[config.mk]
export PLATFORM = sky130hd
export DESIGN_NAME = issue_queue_ctrl
export DESIGN_NICKNAME = d
export VERILOG_FILES = /design/src/rtl/issue_queue_ctrl.sv
export SDC_FILE = /design/constraint.sdc
export NUM_CORES = 1
export LEC_CHECK = 0
export BUFFER_PORTS_ARGS = -buffer_cell sky130_fd_sc_hd__buf_2
export CAP_MARGIN = 20
export CORE_MARGIN = 2
export CORE_UTILIZATION = 50
export CTS_BUF_LIST = sky130_fd_sc_hd__clkbuf_8
export DETAILED_ROUTE_END_ITERATION = 10
export GPL_TIMING_DRIVEN = 0
export HOLD_SLACK_MARGIN = 0.08
export PLACE_DENSITY = 0.77
export SYNTH_ARGS = -nofsm -noshare
export SYNTH_HDL_FRONTEND = slang
export SYNTH_SLANG_ARGS = --single-unit
[constraint.sdc]
create_clock -name clk -period 28.9 [get_ports clk]
set_input_delay 1.445 -clock clk [delete_from_list [all_inputs] [get_ports clk]]
set_output_delay 1.445 -clock clk [all_outputs]
set_load 0.005 [all_outputs]
[src/rtl/issue_queue_ctrl.sv]
// issue_queue_ctrl: issue-queue slot allocation, wakeup, branch kill and oldest-ready select
module issue_queue_ctrl #(
  parameter int NUM_SLOTS  = 8,
  parameter int PREG_W     = 7,
  parameter int BRMASK_W   = 12,
  parameter int NUM_WAKEUP = 2
) (
  input  logic                         clk,
  input  logic                         rst,
  input  logic                         dis_valid,
  output logic                         dis_ready,
  input  logic [6:0]                   dis_uopc,
  input  logic [PREG_W-1:0]            dis_pdst,
  input  logic [PREG_W-1:0]            dis_prs1,
  input  logic [PREG_W-1:0]            dis_prs2,
  input  logic                         dis_prs1_busy,
  input  logic                         dis_prs2_busy,
  input  logic [BRMASK_W-1:0]          dis_br_mask,
  input  logic [NUM_WAKEUP-1:0]        wb_valid,
  input  logic [NUM_WAKEUP*PREG_W-1:0] wb_pdst,
  input  logic                         br_valid,
  input  logic                         br_mispredict,
  input  logic [BRMASK_W-1:0]          br_mask,
  output logic                         iss_valid,
  input  logic                         iss_ready,
  output logic [6:0]                   iss_uopc,
  output logic [PREG_W-1:0]            iss_pdst,
  output logic [PREG_W-1:0]            iss_prs1,
  output logic [PREG_W-1:0]            iss_prs2,
  output logic [BRMASK_W-1:0]          iss_br_mask,
  output logic [$clog2(NUM_SLOTS):0]   occupancy
);
  localparam int IDX_W = $clog2(NUM_SLOTS);
  localparam int OCC_W = IDX_W + 1;

  typedef enum logic [1:0] {FREE = 2'd0, WAIT = 2'd1, RDY = 2'd2} slot_st_e;

  typedef struct packed {
    logic [6:0]          uopc;
    logic [PREG_W-1:0]   pdst;
    logic [PREG_W-1:0]   prs1;
    logic [PREG_W-1:0]   prs2;
    logic                b1;
    logic                b2;
    logic [BRMASK_W-1:0] br_mask;
  } slot_t;

  slot_st_e             st_q    [NUM_SLOTS];
  slot_st_e             st_d    [NUM_SLOTS];
  slot_t                slot_q  [NUM_SLOTS];
  slot_t                slot_d  [NUM_SLOTS];
  // older_q[i][j] set means slot i was written before slot j; only meaningful between live slots
  logic [NUM_SLOTS-1:0] older_q [NUM_SLOTS];
  logic [NUM_SLOTS-1:0] older_d [NUM_SLOTS];

  logic                 alloc_hit;
  logic [IDX_W-1:0]     alloc_idx;
  logic [OCC_W-1:0]     occ;
  logic [NUM_SLOTS-1:0] kill;
  logic [NUM_SLOTS-1:0] cand;
  logic [NUM_SLOTS-1:0] beaten;
  logic [IDX_W-1:0]     sel_idx;
  logic [BRMASK_W-1:0]  rsv_clr;
  logic                 dis_fire;
  slot_t                dis_slot;

  function automatic logic woken(input logic [PREG_W-1:0] tag, input logic [NUM_WAKEUP-1:0] v,
                                 input logic [NUM_WAKEUP*PREG_W-1:0] tags);
    logic h;
    h = 1'b0;
    for (int p = 0; p < NUM_WAKEUP; p++) h = h | (v[p] & (tags[p*PREG_W +: PREG_W] == tag));
    return h;
  endfunction

  assign rsv_clr   = (br_valid & ~br_mispredict) ? br_mask : '0;
  assign dis_ready = alloc_hit;
  assign occupancy = occ;

  // lowest-index free slot for allocation and live-slot count, both from registered state
  always_comb begin
    alloc_hit = 1'b0;
    alloc_idx = '0;
    occ = '0;
    for (int i = NUM_SLOTS - 1; i >= 0; i--) begin
      if (st_q[i] == FREE) begin
        alloc_hit = 1'b1;
        alloc_idx = IDX_W'(i);
      end
    end
    for (int i = 0; i < NUM_SLOTS; i++) occ = occ + {{IDX_W{1'b0}}, st_q[i] != FREE};
  end

  // oldest ready slot not being killed this cycle is the one offered
  always_comb begin
    kill = '0;
    cand = '0;
    beaten = '0;
    sel_idx = '0;
    for (int i = 0; i < NUM_SLOTS; i++) begin
      kill[i] = br_valid & br_mispredict & (st_q[i] != FREE) & (|(slot_q[i].br_mask & br_mask));
      cand[i] = (st_q[i] == RDY) & ~kill[i];
    end
    for (int i = 0; i < NUM_SLOTS; i++) begin
      for (int j = 0; j < NUM_SLOTS; j++) beaten[i] = beaten[i] | (cand[j] & older_q[j][i]);
      if (cand[i] && !beaten[i]) sel_idx = IDX_W'(i);
    end
  end

  assign iss_valid   = |cand;
  assign iss_uopc    = iss_valid ? slot_q[sel_idx].uopc : '0;
  assign iss_pdst    = iss_valid ? slot_q[sel_idx].pdst : '0;
  assign iss_prs1    = iss_valid ? slot_q[sel_idx].prs1 : '0;
  assign iss_prs2    = iss_valid ? slot_q[sel_idx].prs2 : '0;
  assign iss_br_mask = iss_valid ? (slot_q[sel_idx].br_mask & ~rsv_clr) : '0;

  // per-slot next state: wakeup, branch clear, kill/issue free, then write of the dispatching uop
  always_comb begin
    dis_fire = dis_valid & alloc_hit & ~(br_valid & br_mispredict & (|(dis_br_mask & br_mask)));
    dis_slot.uopc = dis_uopc;
    dis_slot.pdst = dis_pdst;
    dis_slot.prs1 = dis_prs1;
    dis_slot.prs2 = dis_prs2;
    dis_slot.b1 = dis_prs1_busy & ~woken(dis_prs1, wb_valid, wb_pdst);
    dis_slot.b2 = dis_prs2_busy & ~woken(dis_prs2, wb_valid, wb_pdst);
    dis_slot.br_mask = dis_br_mask & ~rsv_clr;
    for (int i = 0; i < NUM_SLOTS; i++) begin
      slot_d[i] = slot_q[i];
      slot_d[i].b1 = slot_q[i].b1 & ~woken(slot_q[i].prs1, wb_valid, wb_pdst);
      slot_d[i].b2 = slot_q[i].b2 & ~woken(slot_q[i].prs2, wb_valid, wb_pdst);
      slot_d[i].br_mask = slot_q[i].br_mask & ~rsv_clr;
      older_d[i] = older_q[i];
      st_d[i] = st_q[i];
      if (kill[i] || (iss_valid && iss_ready && sel_idx == IDX_W'(i))) st_d[i] = FREE;
      else if (st_q[i] == WAIT && !slot_d[i].b1 && !slot_d[i].b2) st_d[i] = RDY;
    end
    if (dis_fire) begin
      slot_d[alloc_idx] = dis_slot;
      if (dis_slot.b1 || dis_slot.b2) st_d[alloc_idx] = WAIT;
      else st_d[alloc_idx] = RDY;
      for (int j = 0; j < NUM_SLOTS; j++) older_d[j][alloc_idx] = 1'b1;
      older_d[alloc_idx] = '0;
    end
  end

  // slot state, payload and age matrix registers
  always_ff @(posedge clk or posedge rst) begin
    if (rst) begin
      for (int i = 0; i < NUM_SLOTS; i++) begin
        st_q[i] <= FREE;
        slot_q[i] <= '0;
        older_q[i] <= '0;
      end
    end else begin
      for (int i = 0; i < NUM_SLOTS; i++) begin
        st_q[i] <= st_d[i];
        slot_q[i] <= slot_d[i];
        older_q[i] <= older_d[i];
      end
    end
  end
endmodule

==> summary.md <==
| Metric | Value |
|---|---|
| Avg WL per Cell | `27.2 um` |
| Net Switching | `1.88 mW` |
| Buffer count from post-CTS setup fixing | `0` |
| Starting DRC count in detailed routing | `4305` |
| Antenna-violating nets left | `0` |
| CP endpoint kind | `output pin` |
| WP data required | `27.45 ns` |
| Fin util | `56.7%` |
| Hold slack | `0.468 ns` |
| Mapped Area | `0.0235 mm2` |
| Async SR Flop Fraction | `100%` |
| # setup viols final | `0` |
| Crit path from | `br_mask[3]` |
| Worst-path maximum fanout | `10` |
| Period minus WS final | `8.01 ns` |
| Achievable clock frequency | `125 MHz` |
| Most frequent cells in the layout | `nand2_1, dfrtp_1, clkbuf_1, a21oi_1, xnor2_1` |
| Setup TNS | `0 ns` |
| Peak supply drop | `79.9 uV` |
| CTS clock-pin slew for the worst setup and hold paths | `0.06 ns` |
| Clock Sinks | `408` |
| PwrDens | `143 mW/mm2` |
| Startpoint Class | `primary input` |
| Skew final | `0.0455 ns` |
| Status | `completed` |
| Final Cycle Share | `27.7%` |
| CTS Root Cell | `clkbuf_8` |
| GR Util met1 | `52.4%` |
| Final wirelength | `100000 um` |
| Max Cap Viol | `0` |
| Leakage | `12.2 nW` |
| Antenna violations before repair | `3` |
| Total GRT Usage | `39.9%` |
| Seq/Total Area, Yosys | `43.4%` |
| Max-slew headroom | `13.3%` |
| Fin. Hold Viols | `0` |
| Nets | `3094` |
| #FFs+latches synth | `408` |
| Io pins | `122` |
| Flop pwr share | `27.8%` |
| Number of synthesized flops with an enable pin | `0` |
| Clock share of power | `16.5%` |
| Post-DP Area | `0.0247 mm2` |
| Clk_lat worst skew | `0.71 ns` |
| GRT overflow | `0` |
| H-tree depth | `3` |
| Largest net degree at the start of global routing | `112` |
| Worst path max stage delay | `1.14 ns` |
| Tot Pwr | `3.76 mW` |
| Layout cells sized above 1 | `9.82%` |
| Setup crit end | `iss_br_mask[11]` |
| IO Port Bufs | `53` |
| Crit-path slowest cell | `a2111oi_0` |
| Drt pass-1 iters | `9` |
| Core Footprint | `0.0466 mm2` |
| Post-synthesis cell count | `2874` |
| Sw frac | `49.9%` |
| Die X | `221 um` |
| R2R depth | `11` |
| Post-Syn Nets | `2957` |
| DRC Markers | `0` |
| Post-placement cell count | `3541` |
| Post-CTS resize count | `0` |
| Filler cells | `4225` |
| Vias | `23849` |
| Non-filler cells, final | `3677` |
| Primary FF master, synth | `dfrtp_1` |
| Die area | `0.0488 mm2` |
| Dpl ws | `21.40 ns` |
| P&R area growth vs syn | `12.1%` |
| Combinational share of power | `55.7%` |
| Worst reg2reg setup slack | `24.10 ns` |
| GP Congestion | `1.06` |
| Mean number of vias per cell | `6.49` |
| Most common cell after layout, fill and taps aside | `nand2_1` |
| TritonCTS Buffers | `72` |
| Worst Max-Slew Pin Slew | `1.27 ns` |
| Critical path class | `primary input to output pin` |
| CTS tree | `built` |
| RSZ-0062 raised after global routing | `no` |
| Reg2reg start | `slot_q[171]$_DFF_PP0_` |
| First-pass GRT wire length | `146000 um` |
| Cts-stage hold buffer count | `0` |
| Design area | `0.0264 mm2` |
| Syn Area/Cell | `8.19 um2` |
| WP data arrival | `6.57 ns` |
| Vias in the first global route | `22769` |
| Clock Path Buffers | `3` |
| Internal | `1.88 mW` |
| Netlist cell types | `76` |
| Initial Util | `50.6%` |
| Post-DP HPWL | `70100 um` |
| Final Worst Setup Slack | `20.89 ns` |
| Final Max Slew Viols | `0` |
| GR Util met3 | `13.6%` |
| GRT met2 Usage | `57.0%` |
| Crit-path cells | `buf_2 -> a22o_1 -> a221oi_2 -> nand3_1 -> nor3_1 -> a2111oi_0 -> and4_1 -> a211oi_4 -> o21ai_2 -> clkbuf_1 -> nor3_1 -> o32ai_1 -> buf_2` |
| Busiest grt layer | `met2` |
| Die H | `221 um` |
| Critical R2R Capture | `st_q[11]$_DFF_PP0_` |
| FP Rows | `79` |
| Warnings, synthesis | `0` |
| Hold/Removal Path Class | `register to register` |
[final cells by class]
class                   instances  area, um2  share of cell area, %
clock inverters                38        380                   1.44
multi-input cells            2192      12100                   46.0
flip-flops and latches        408      10200                   38.7
repair buffers                 63        430                   1.63
diodes                          4       10.0                 0.0379
clock buffers                  91       1250                   4.75
plain buffers                 257       1120                   4.25
well taps                     607        759                   2.88
inverters                      17       71.3                  0.270
[state kept, by name, indices dropped and copies added, names as in the netlist, named ones only]
register  count
older_q      49
st_q         16
slot_q      336
[cells in the mapped netlist, types with 5 or more instances]
master,n,area (um2)
mux2i_1,28,280
or2_2,18,113
nor2b_1,14,87.6
xnor2_1,144,1260
nand2b_1,12,75.1
a21oi_1,144,721
or3_1,8,50.1
nor2_1,89,334
a311o_1,12,120
a22oi_1,75,563
and2_1,20,125
nor4_1,23,144
buf_1,26,97.6
o221ai_1,28,245
inv_1,17,63.8
o21ai_0,67,335
o21ai_1,5,25.0
xor2_1,109,955
nand3_1,48,240
nand4_1,43,269
a222oi_1,5,50.1
o22ai_1,12,75.1
buf_4,21,158
buf_2,32,160
nor4b_1,5,43.8
clkbuf_1,173,649
dfrtp_1,408,10200
nand2_1,1028,3860
a211oi_1,42,315
nor3_1,40,200
o32ai_1,16,140
and3_1,5,31.3
buf_6,5,56.3
a221oi_1,24,210
a41oi_1,18,158
a31o_2,27,236
a22o_1,15,131
[worst min path at each step]
stage,start,to,slack [ns],depth (start not counted)
4_1_cts,slot_q[324]$_DFFE_PP0P_,slot_q[324]$_DFFE_PP0P_,0.47,2
6_report,slot_q[324]$_DFFE_PP0P_,slot_q[324]$_DFFE_PP0P_,0.47,2
2_1_floorplan,older_q[13]$_DFFE_PP0P_,older_q[13]$_DFFE_PP0P_,0.44,2
3_3_place_gp,slot_q[325]$_DFFE_PP0P_,slot_q[325]$_DFFE_PP0P_,0.45,2
5_1_grt,slot_q[241]$_DFFE_PP0P_,slot_q[241]$_DFFE_PP0P_,0.49,2
3_5_place_dp,slot_q[324]$_DFFE_PP0P_,slot_q[324]$_DFFE_PP0P_,0.46,2
[per-layer routing]
metal  vias to the layer above  share of wire, %
met1                     11504                37
met2                      1894                42
met5                         -             0.032
li1                      10019                 -
met4                         4               6.4
met3                       428                14
[logic make-up after synthesis]
family | Yosys count | synth area share [%]
xor+xnor | 253 | 9.41
simple gates | 1380 | 24.8
fa+ha+maj | 7 | 0.500
compound gates | 524 | 15.7
mux | 28 | 1.19
buf+inv | 274 | 5.03
flops | 408 | 43.4
[critical path, delay by kind of cell]
kind / cells / cell delay [ns]
compound gates: 6 / 2.71
buf+inv: 3 / 1.30
simple gates: 4 / 1.10
[power by group through the flow]
stage / Combinational, mW / Sequential, mW / Clock [mW]
6_report: 2.09 / 1.05 / 0.619
5_1_grt: 2.19 / 1.06 / 0.644
4_1_cts: 2.00 / 1.03 / 0.618
3_5_place_dp: 2.00 / 1.04 / 0
3_3_place_gp: 1.96 / 1.03 / 0
2_1_floorplan: 1.25 / 0.954 / 0
Power figures use the tool's default switching activity.
